File: src/rtl/control_unit_mc.sv
// control_unit_mc: multi-cycle sequencer for the PG1 datapath.
// Steps each instruction through FETCH/DECODE/EXEC/MEM/WB, holds the
// per-opcode datapath selects and pulses write strobes. Memory accesses wait
// on i_mem_ready, bounded by MEM_TIMEOUT. Illegal opcodes and memory timeouts
// both end in a sticky ERR state that only reset clears.
module control_unit_mc #(
  parameter int OPCODE_W    = 5,
  parameter int ALUOP_W     = 3,
  parameter int MEM_TIMEOUT = 15
) (
  input  logic                i_clk,
  input  logic                i_rst_n,
  input  logic                i_run,
  input  logic [OPCODE_W-1:0] i_opcode,
  input  logic [ALUOP_W-1:0]  i_aluop,
  input  logic                i_zero,
  input  logic                i_mem_ready,
  output logic                o_mem_rd,
  output logic                o_we,
  output logic                o_data_in_s,
  output logic                o_data_in_on,
  output logic                o_opb_select,
  output logic                o_select_mem,
  output logic [ALUOP_W-1:0]  o_alu_signal,
  output logic                o_rwrite,
  output logic                o_branch,
  output logic                o_pc_write,
  output logic                o_ir_write,
  output logic                o_instr_done,
  output logic                o_err,
  output logic [1:0]          o_err_code
);

  localparam int CNT_W = $clog2(MEM_TIMEOUT + 1);

  localparam logic [OPCODE_W-1:0] OP_R    = OPCODE_W'(0);
  localparam logic [OPCODE_W-1:0] OP_LDR  = OPCODE_W'(1);
  localparam logic [OPCODE_W-1:0] OP_STR  = OPCODE_W'(2);
  localparam logic [OPCODE_W-1:0] OP_BEQ  = OPCODE_W'(3);
  localparam logic [OPCODE_W-1:0] OP_ADDI = OPCODE_W'(4);

  localparam logic [1:0] ERR_ILLEGAL = 2'b01;
  localparam logic [1:0] ERR_TIMEOUT = 2'b10;

  typedef enum logic [2:0] {
    S_IDLE, S_FETCH, S_DECODE, S_EXEC, S_MEM, S_WB, S_ERR
  } state_t;

  state_t              r_state;
  state_t              w_next;
  logic [OPCODE_W-1:0] r_opcode;
  logic [ALUOP_W-1:0]  r_aluop;
  logic [CNT_W-1:0]    r_wait_cnt;
  logic [1:0]          r_err_code;
  logic [1:0]          w_err_code_nxt;
  logic                w_timeout;
  logic                w_waiting;
  state_t              w_after_done;

  // The wait counter has already seen MEM_TIMEOUT-1 idle cycles, so this is
  // the last allowed one; a ready in this same cycle still wins.
  assign w_timeout    = (r_wait_cnt == CNT_W'(MEM_TIMEOUT - 1));
  assign w_waiting    = ((r_state == S_FETCH) || (r_state == S_MEM)) && !i_mem_ready;
  assign w_after_done = i_run ? S_FETCH : S_IDLE;
  assign o_err_code   = r_err_code;

  // State, wait counter, latched instruction fields and error code.
  // NOTE: sequential state uses non-blocking assignments so every register
  // samples the pre-edge values and simulation matches the synthesized flops.
  always_ff @(posedge i_clk or negedge i_rst_n) begin
    if (!i_rst_n) begin
      r_state    <= S_IDLE;
      r_opcode   <= '0;
      r_aluop    <= '0;
      r_wait_cnt <= '0;
      r_err_code <= 2'b00;
    end else begin
      r_state <= w_next;
      if (r_state == S_DECODE) begin
        r_opcode <= i_opcode;
        r_aluop  <= i_aluop;
      end
      // Counts only while parked in FETCH/MEM; any exit or ready clears it,
      // so every entry starts from zero.
      if (w_waiting && (w_next == r_state)) r_wait_cnt <= r_wait_cnt + 1'b1;
      else                                  r_wait_cnt <= '0;
      if ((r_state != S_ERR) && (w_next == S_ERR)) r_err_code <= w_err_code_nxt;
    end
  end

  // Next-state and output decode from state, latched fields and live flags.
  // NOTE: every signal written here gets a default first; a path that skips
  // an assignment would otherwise infer a latch.
  always_comb begin
    w_next         = r_state;
    w_err_code_nxt = 2'b00;
    o_mem_rd       = 1'b0;
    o_we           = 1'b0;
    o_data_in_s    = 1'b0;
    o_data_in_on   = 1'b0;
    o_opb_select   = 1'b0;
    o_select_mem   = 1'b0;
    o_alu_signal   = '0;
    o_rwrite       = 1'b0;
    o_branch       = 1'b0;
    o_pc_write     = 1'b0;
    o_ir_write     = 1'b0;
    o_instr_done   = 1'b0;
    o_err          = 1'b0;

    // Static selects are valid only while the latched opcode is executing.
    if ((r_state == S_EXEC) || (r_state == S_MEM) || (r_state == S_WB)) begin
      case (r_opcode)
        OP_R:    begin o_data_in_s = 1'b1; o_data_in_on = 1'b1; o_alu_signal = r_aluop; end
        OP_LDR:  begin o_data_in_on = 1'b1; o_opb_select = 1'b1; o_select_mem = 1'b1; end
        OP_STR:  begin o_data_in_s = 1'b1; o_opb_select = 1'b1; end
        OP_BEQ:  begin o_data_in_s = 1'b1; o_alu_signal = ALUOP_W'(1); end
        OP_ADDI: begin o_data_in_s = 1'b1; o_data_in_on = 1'b1; o_opb_select = 1'b1; end
        default: ;
      endcase
    end

    case (r_state)
      S_IDLE: if (i_run) w_next = S_FETCH;
      S_FETCH: begin
        o_mem_rd = 1'b1;
        if (i_mem_ready) begin
          o_ir_write = 1'b1;
          o_pc_write = 1'b1;
          w_next     = S_DECODE;
        end else if (w_timeout) begin
          w_next         = S_ERR;
          w_err_code_nxt = ERR_TIMEOUT;
        end
      end
      S_DECODE: begin
        if (i_opcode inside {OP_R, OP_LDR, OP_STR, OP_BEQ, OP_ADDI}) begin
          w_next = S_EXEC;
        end else begin
          w_next         = S_ERR;
          w_err_code_nxt = ERR_ILLEGAL;
        end
      end
      S_EXEC: begin
        case (r_opcode)
          OP_BEQ: begin
            o_branch     = i_zero;
            o_pc_write   = i_zero;
            o_instr_done = 1'b1;
            w_next       = w_after_done;
          end
          OP_LDR, OP_STR: w_next = S_MEM;
          default:        w_next = S_WB;
        endcase
      end
      S_MEM: begin
        o_mem_rd = (r_opcode == OP_LDR);
        o_we     = (r_opcode == OP_STR);
        if (i_mem_ready) begin
          if (r_opcode == OP_STR) begin
            o_instr_done = 1'b1;
            w_next       = w_after_done;
          end else begin
            w_next = S_WB;
          end
        end else if (w_timeout) begin
          w_next         = S_ERR;
          w_err_code_nxt = ERR_TIMEOUT;
        end
      end
      S_WB: begin
        o_rwrite     = 1'b1;
        o_instr_done = 1'b1;
        w_next       = w_after_done;
      end
      S_ERR: begin
        // Selects from the EXEC-phase decode never apply here.
        o_err = 1'b1;
      end
      default: w_next = S_IDLE;
    endcase
  end

endmodule

File: config.mk
export PLATFORM = sky130hd
export DESIGN_NAME = control_unit_mc
export DESIGN_NICKNAME = d
export VERILOG_FILES = /design/src/rtl/control_unit_mc.sv
export SDC_FILE = /design/constraint.sdc
export NUM_CORES = 1
export LEC_CHECK = 0
export BUFFER_PORTS_ARGS = -buffer_cell sky130_fd_sc_hd__buf_4
export CAP_MARGIN = 40
export CORE_MARGIN = 2
export CORE_UTILIZATION = 52
export DETAILED_ROUTE_END_ITERATION = 8
export MAX_ROUTING_LAYER = met4
export PLACE_DENSITY_LB_ADDON = 0.25
export RECOVER_POWER = 25
export SYNTH_ARGS = -nofsm -noshare
export SYNTH_HDL_FRONTEND = slang
export SYNTH_SLANG_ARGS = --single-unit
File: constraint.sdc
create_clock -name i_clk -period 1.9 [get_ports i_clk]
set_input_delay 0.38 -clock i_clk [delete_from_list [all_inputs] [get_ports i_clk]]
set_output_delay 0.38 -clock i_clk [all_outputs]
set_load 0.03 [all_outputs]
* Word level (Yosys, flattened, before mapping)
Index checks and enable logic that the tools add are counted.
Cells by class: add/subtract/negate cells 1, equal/unequal tests 18, mux-type cells 37, reductions and logical operators 16
Operator list (count):
- 3-bit two-way mux | 7
- 3-bit one-hot mux with 7 select lines | 1
- 5-bit by 2-bit == test with 1-bit output (second input constant) | 4
- 1-bit two-way mux | 20
- 3-bit == test (second input constant) | 4
- 3-bit one-hot mux with 2 select lines | 2
- 5-bit by 1-bit == test with 1-bit output (second input constant) | 2
- 5-bit by 3-bit == test with 1-bit output (second input constant) | 2
- 5-bit zero test | 2
- 3-bit by 2-bit == test with 1-bit output (second input constant) | 2
- 3-bit OR reduction | 2
- 5-bit nonzero test | 1
- 4-bit by 1-bit adder with 4-bit output (second input constant) | 1
- 4-bit == test (second input constant) | 1
- 2-bit two-way mux | 2
- 4-bit two-way mux | 1
- 1-bit one-hot mux with 2 select lines | 2
- 2-bit one-hot mux with 2 select lines | 1
- 2-bit OR reduction | 2
- 4-bit OR reduction | 1
- 3-bit by 1-bit == test with 1-bit output (second input constant) | 1
- 3-bit == test | 1
- 1-bit logical AND | 3
- 3-bit zero test | 1
- 4 further kinds | 6
Storage, ports and cells: register bits 17, input port bits 13, output and inout bits 17, word-level logic and storage cells 77

* Depth between registers and ports, before layout
depth after elaboration 7, gate-level depth with buffers 6, gate-level depth less buffers 6

* Worst setup path after synthesis
OpenSTA, ideal clock, no wires.
path kind flip-flop to output port, start register r_opcode[4], end output o_pc_write, arrival time 2.009 ns, required time 1.520 ns, setup slack -0.489 ns, stages on the path, launching flop included 5, buffers on the path 0, cell sequence dfrtp_1 > nor4b_1 > nand2_1 > nor3_1 > or2_1
On the way: word-level cells in the longest chain between the ends 3
Ends and longest elaborated chain:
- start: declaration | line 51 | logic [OPCODE_W-1:0] r_opcode;
- start signal: assignment | line 80 | r_opcode <= i_opcode;
- 5-bit by 2-bit == test with 1-bit output | line 145 | case (r_opcode)
- 1-bit two-way mux | line 145
- 1-bit one-hot mux with 2 select lines | line 123 | case (r_state)
- end: declaration | line 27 | output logic o_pc_write,
No other way between the ends.

* Final worst setup path
start register r_opcode[2], end output o_mem_rd
On the way: word-level cells in the longest chain between the ends 2
Ends and longest elaborated chain:
- 5-bit by 1-bit == test with 1-bit output | line 157 | o_mem_rd = (r_opcode == OP_LDR);
- 1-bit one-hot mux with 2 select lines | line 123
- end: declaration | line 18 | output logic o_mem_rd,
No other way between the ends.

==> impl_summary.txt <==
----------------------------------------------------
[Die]
  I/O Pins ... 30
  Core Box Area ... about 2200 sq um
  Starting density of the core ... between 50 and 60%
  Core Rows ... 17
  Die boundary height ... about 50 microns
  Die footprint ... approximately 2600 sq um
  Floorplan die width ... roughly 51 microns

[Run status]
  Violated checks ... setup timing
  Result of the run ... finished, violations left

[Clocking]
  Maximum clock path buffer count ... 2
  Clock latency at the later pin of the worst-skew pair ... between 200 and 300 ps
  Number of sinks on the clock net ... 17
  Number of levels in the clock H-tree ... 1
  Clock tree from TritonCTS ... done
  Number of buffers added by the clock tree synthesis step ... 3
  Clk root buf ... clkbuf_4
  Clock-pin slew on the worst setup and hold paths ... about 110 ps

[STA]
  Worst clock skew ... between 3 and 4 ps
  Tightest Pin Transition ... roughly 950 ps
  Final-report max-slew violation count ... 0
  Setup repair after global routing missed its margin ... yes
  Setup Viol. Count Final ... 15
  Final cycle utilization of the critical path ... 121.6%
  Shortest clock period the worst path allows after layout ... around 2300 ps
  PnR worst setup slack ... -410.4 ps
  FMAX ... 0.4328 GHz
  Count of endpoints failing hold in the final timing report ... 0
  Final setup TNS ... -3614 ps
  Remaining max-slew budget at the tightest pin ... a little over a third

[Yosys]
  Number of enable flip-flop cells after synthesis ... 0
  Post-synthesis sequential element count ... 17
  Mapped Cells ... between 100 and 150
  Post-synthesis share of cell area spent on and, or, nand and nor gates ... approximately a quarter
  Net count after synthesis ... roughly 140
  Area share of xor/xnor cells in the synthesized design ... around 2.3%
  Number of library cell types mapped by synthesis ... 43
  FFs w/ async S/R, synth ... 100.0%
  Complex-gate fraction of the synthesized area ... 21.66%
  Leading area contributor after synthesis ... dfrtp_1
  Average size of a mapped cell ... 9.071 sq um
  Sequential share of the synthesized area ... between 30 and 40%
  Commonest register cell after synthesis ... dfrtp_1
  Netlist area before placement ... 1161 sq um
  Adder-cell area share of the yosys netlist ... approximately 2.2%
  Main combinational cell family by area after synthesis ... simple AND/OR/NAND/NOR gates
  Fraction of synthesized area in multiplexers ... 6.789%
  Top-area cell type share of the netlist area ... between 30% and 40%
  Yosys warnings ... 0
  Cell types with the largest area share after synthesis ... dfrtp_1 37%, mux2_1 6.8%, nor2_1 4.5%

[Global routing]
  Via count of the first global-routing pass ... 1248
  Total global routing track utilization ... 29.05%
  Global-route wire length before repair ... ~5600 microns
  Number of antenna violations at the first check in global routing ... 0
  GRT Residual Overflow ... 0
  Maximum number of pins on one net before global-route repair ... 18

[Setup path]
  Classification of the worst setup path ... reg -> out
  CP Data Required Time ... about 1500 ps
  Critical Path End Type ... output pin
  Maximum fanout along the worst path ... 5
  Register-to-register setup slack ... -210 ps
  Worst Path Arrival ... approximately 1900 ps
  Startpoint type of the worst setup path ... register

[Route]
  Drt total wl ... around 3700 microns
  Drt first-iter violations ... 47
  Routed WL per cell ... approximately 17 microns
  Post-detailed-route count of antenna-violating nets ... 0
  DR pass1 iterations ... 4
  DRC Markers ... 0
  Total number of vias ... between 1000 and 1500
  DR vias/cell ... just under 6

[Finish]
  Area of the multi-input gates ... about 830 sq um
  Sequential cell area ... between 400 and 500 sq um
  Synth-to-Final Area Change ... 56.79%
  Commonest non-fill, non-tap cell in the layout ... buf_4
  Share of cells above drive strength 1 ... roughly half
  Number of nets in the finished design ... approximately 200
  Diodes inserted ... 0
  Commonest cells after routing, fill and taps aside ... 43 x buf_4, 13 x buf_6, 12 x dfrtp_1
  Non-filler cells, final ... 211
  Count of fill cells added during filler insertion ... 117

[Placed design]
  Sum of net half-perimeters after detailed placement ... approximately 2200 microns
  Count of buffers from port buffering ... 29
  DP Cell Count ... about 200
  Routability congestion estimate ... between 0.9 and 1

[Min path]
  Class of the tightest hold or removal check ... in -> reg

[Power]
  Static leakage power ... a little over 0.8 nW
  Worst ir drop on vdd ... just over 0.001 V
  Power after layout ... 0.002714 W
  Areal power density over the cells ... about 1500 nW/um^2

[Run]
  # Max-Cap Violations ... 0

----------------------------------------------------
==> cell type report <==
class | instances | share of cell area (%)
multi-input cells | 99 | 45.36
repair buffers | 58 | 26.53
flip-flops and latches | 17 | 23.71
well taps | 28 | 1.924
clock buffers | 4 | 1.443
inverters | 5 | 1.031
==> worst max-delay path, stage by stage (launching register included) <==
cell	delay (ps)
dfrtp_2	450
or3b_4	410
or3_4	350
nand2b_4	160
a21oi_4	130
buf_6	140
==> registers in the layout, summed over array words and instances, names as in the netlist <==
name and count:
o_err_code 2, r_wait_cnt 4, r_aluop 3, r_opcode 5
r_state 3
==> power breakdown <==
part           switching, W  total, W  internal [W]
clock              0.000123  0.000205     0.0000816
combinational      0.000962   0.00183      0.000867
sequential         0.000172  0.000680      0.000508
total               0.00126   0.00271       0.00146
==> synthesized netlist by cell type (all sizes together), types with 2 or more instances <==
library cell / instances
nor3b: 2
xor2: 2
nor2: 14
clkbuf: 6
nand3b: 2
mux2: 7
dfrtp: 17
o21ai: 10
nor2b: 3
inv: 5
nand2: 8
and3b: 3
nand3: 3
a31o: 2
nand2b: 5
a21oi: 10
ha: 2
nor3: 2
o22ai: 2
and2: 2
==> cell families (layout without fill, tap and decap cells) <==
kind of cell	after synthesis	after routing
and+or+nand+nor	53	53
AOI/OAI and AO/OA	34	34
DFF	17	17
buffers and inverters	12	67
muxes	7	7
xor gates and xnor gates	3	3
adders and majority gates	2	2
==> path summary, 6_finish.rpt <==
check / startpoint / to / cells past startpoint
worst max-delay path: r_opcode[2] / o_mem_rd / 5
worst min-delay path: i_opcode[0] / r_opcode[0] / 3
worst max register to register: r_opcode[2] / r_state[0] / 7
worst min register to register: r_wait_cnt[0] / r_wait_cnt[0] / 1
max in group asynchronous: i_rst_n / r_opcode[3] / 2
min in group asynchronous: i_rst_n / r_wait_cnt[0] / 2
==> timing repair <==
action                                  4_1_cts  5_1_grt
pin swaps                                     2       11
buffers inserted                              5        3
endpoints found under the setup margin       12       17
hold buffers                                  1        0
resized for setup                            24       12
endpoints found under the hold margin        17        0
==> per-layer routing <==
metal | global-route usage (%) | vias to the layer above | wire, microns | share of wire (%)
met5 | - | - | 0 | 0
met2 | 51.30 | 52 | 1897 | 52
met1 | 33.52 | 615 | 1469 | 40
li1 | - | 568 | - | -
met3 | 3.509 | 14 | 201 | 5.5
met4 | 11.84 | 0 | 108 | 2.9
==> stage by stage <==
stage	worst slack [ps]	utilization [%]	cell area [sq um]	hold WS (ps)
after global placement	-20.83	74.74	1622	256.3
after detailed placement	-45.64	74.74	1622	258.4
after floorplan	-122.6	-	1250	84.41
final	-410.4	83.91	1821	301.1
after global routing	-439.4	83.91	1821	302.0
after CTS	-361.9	81.37	1765	296.5
No activity file was read; power rests on OpenSTA's default activity.
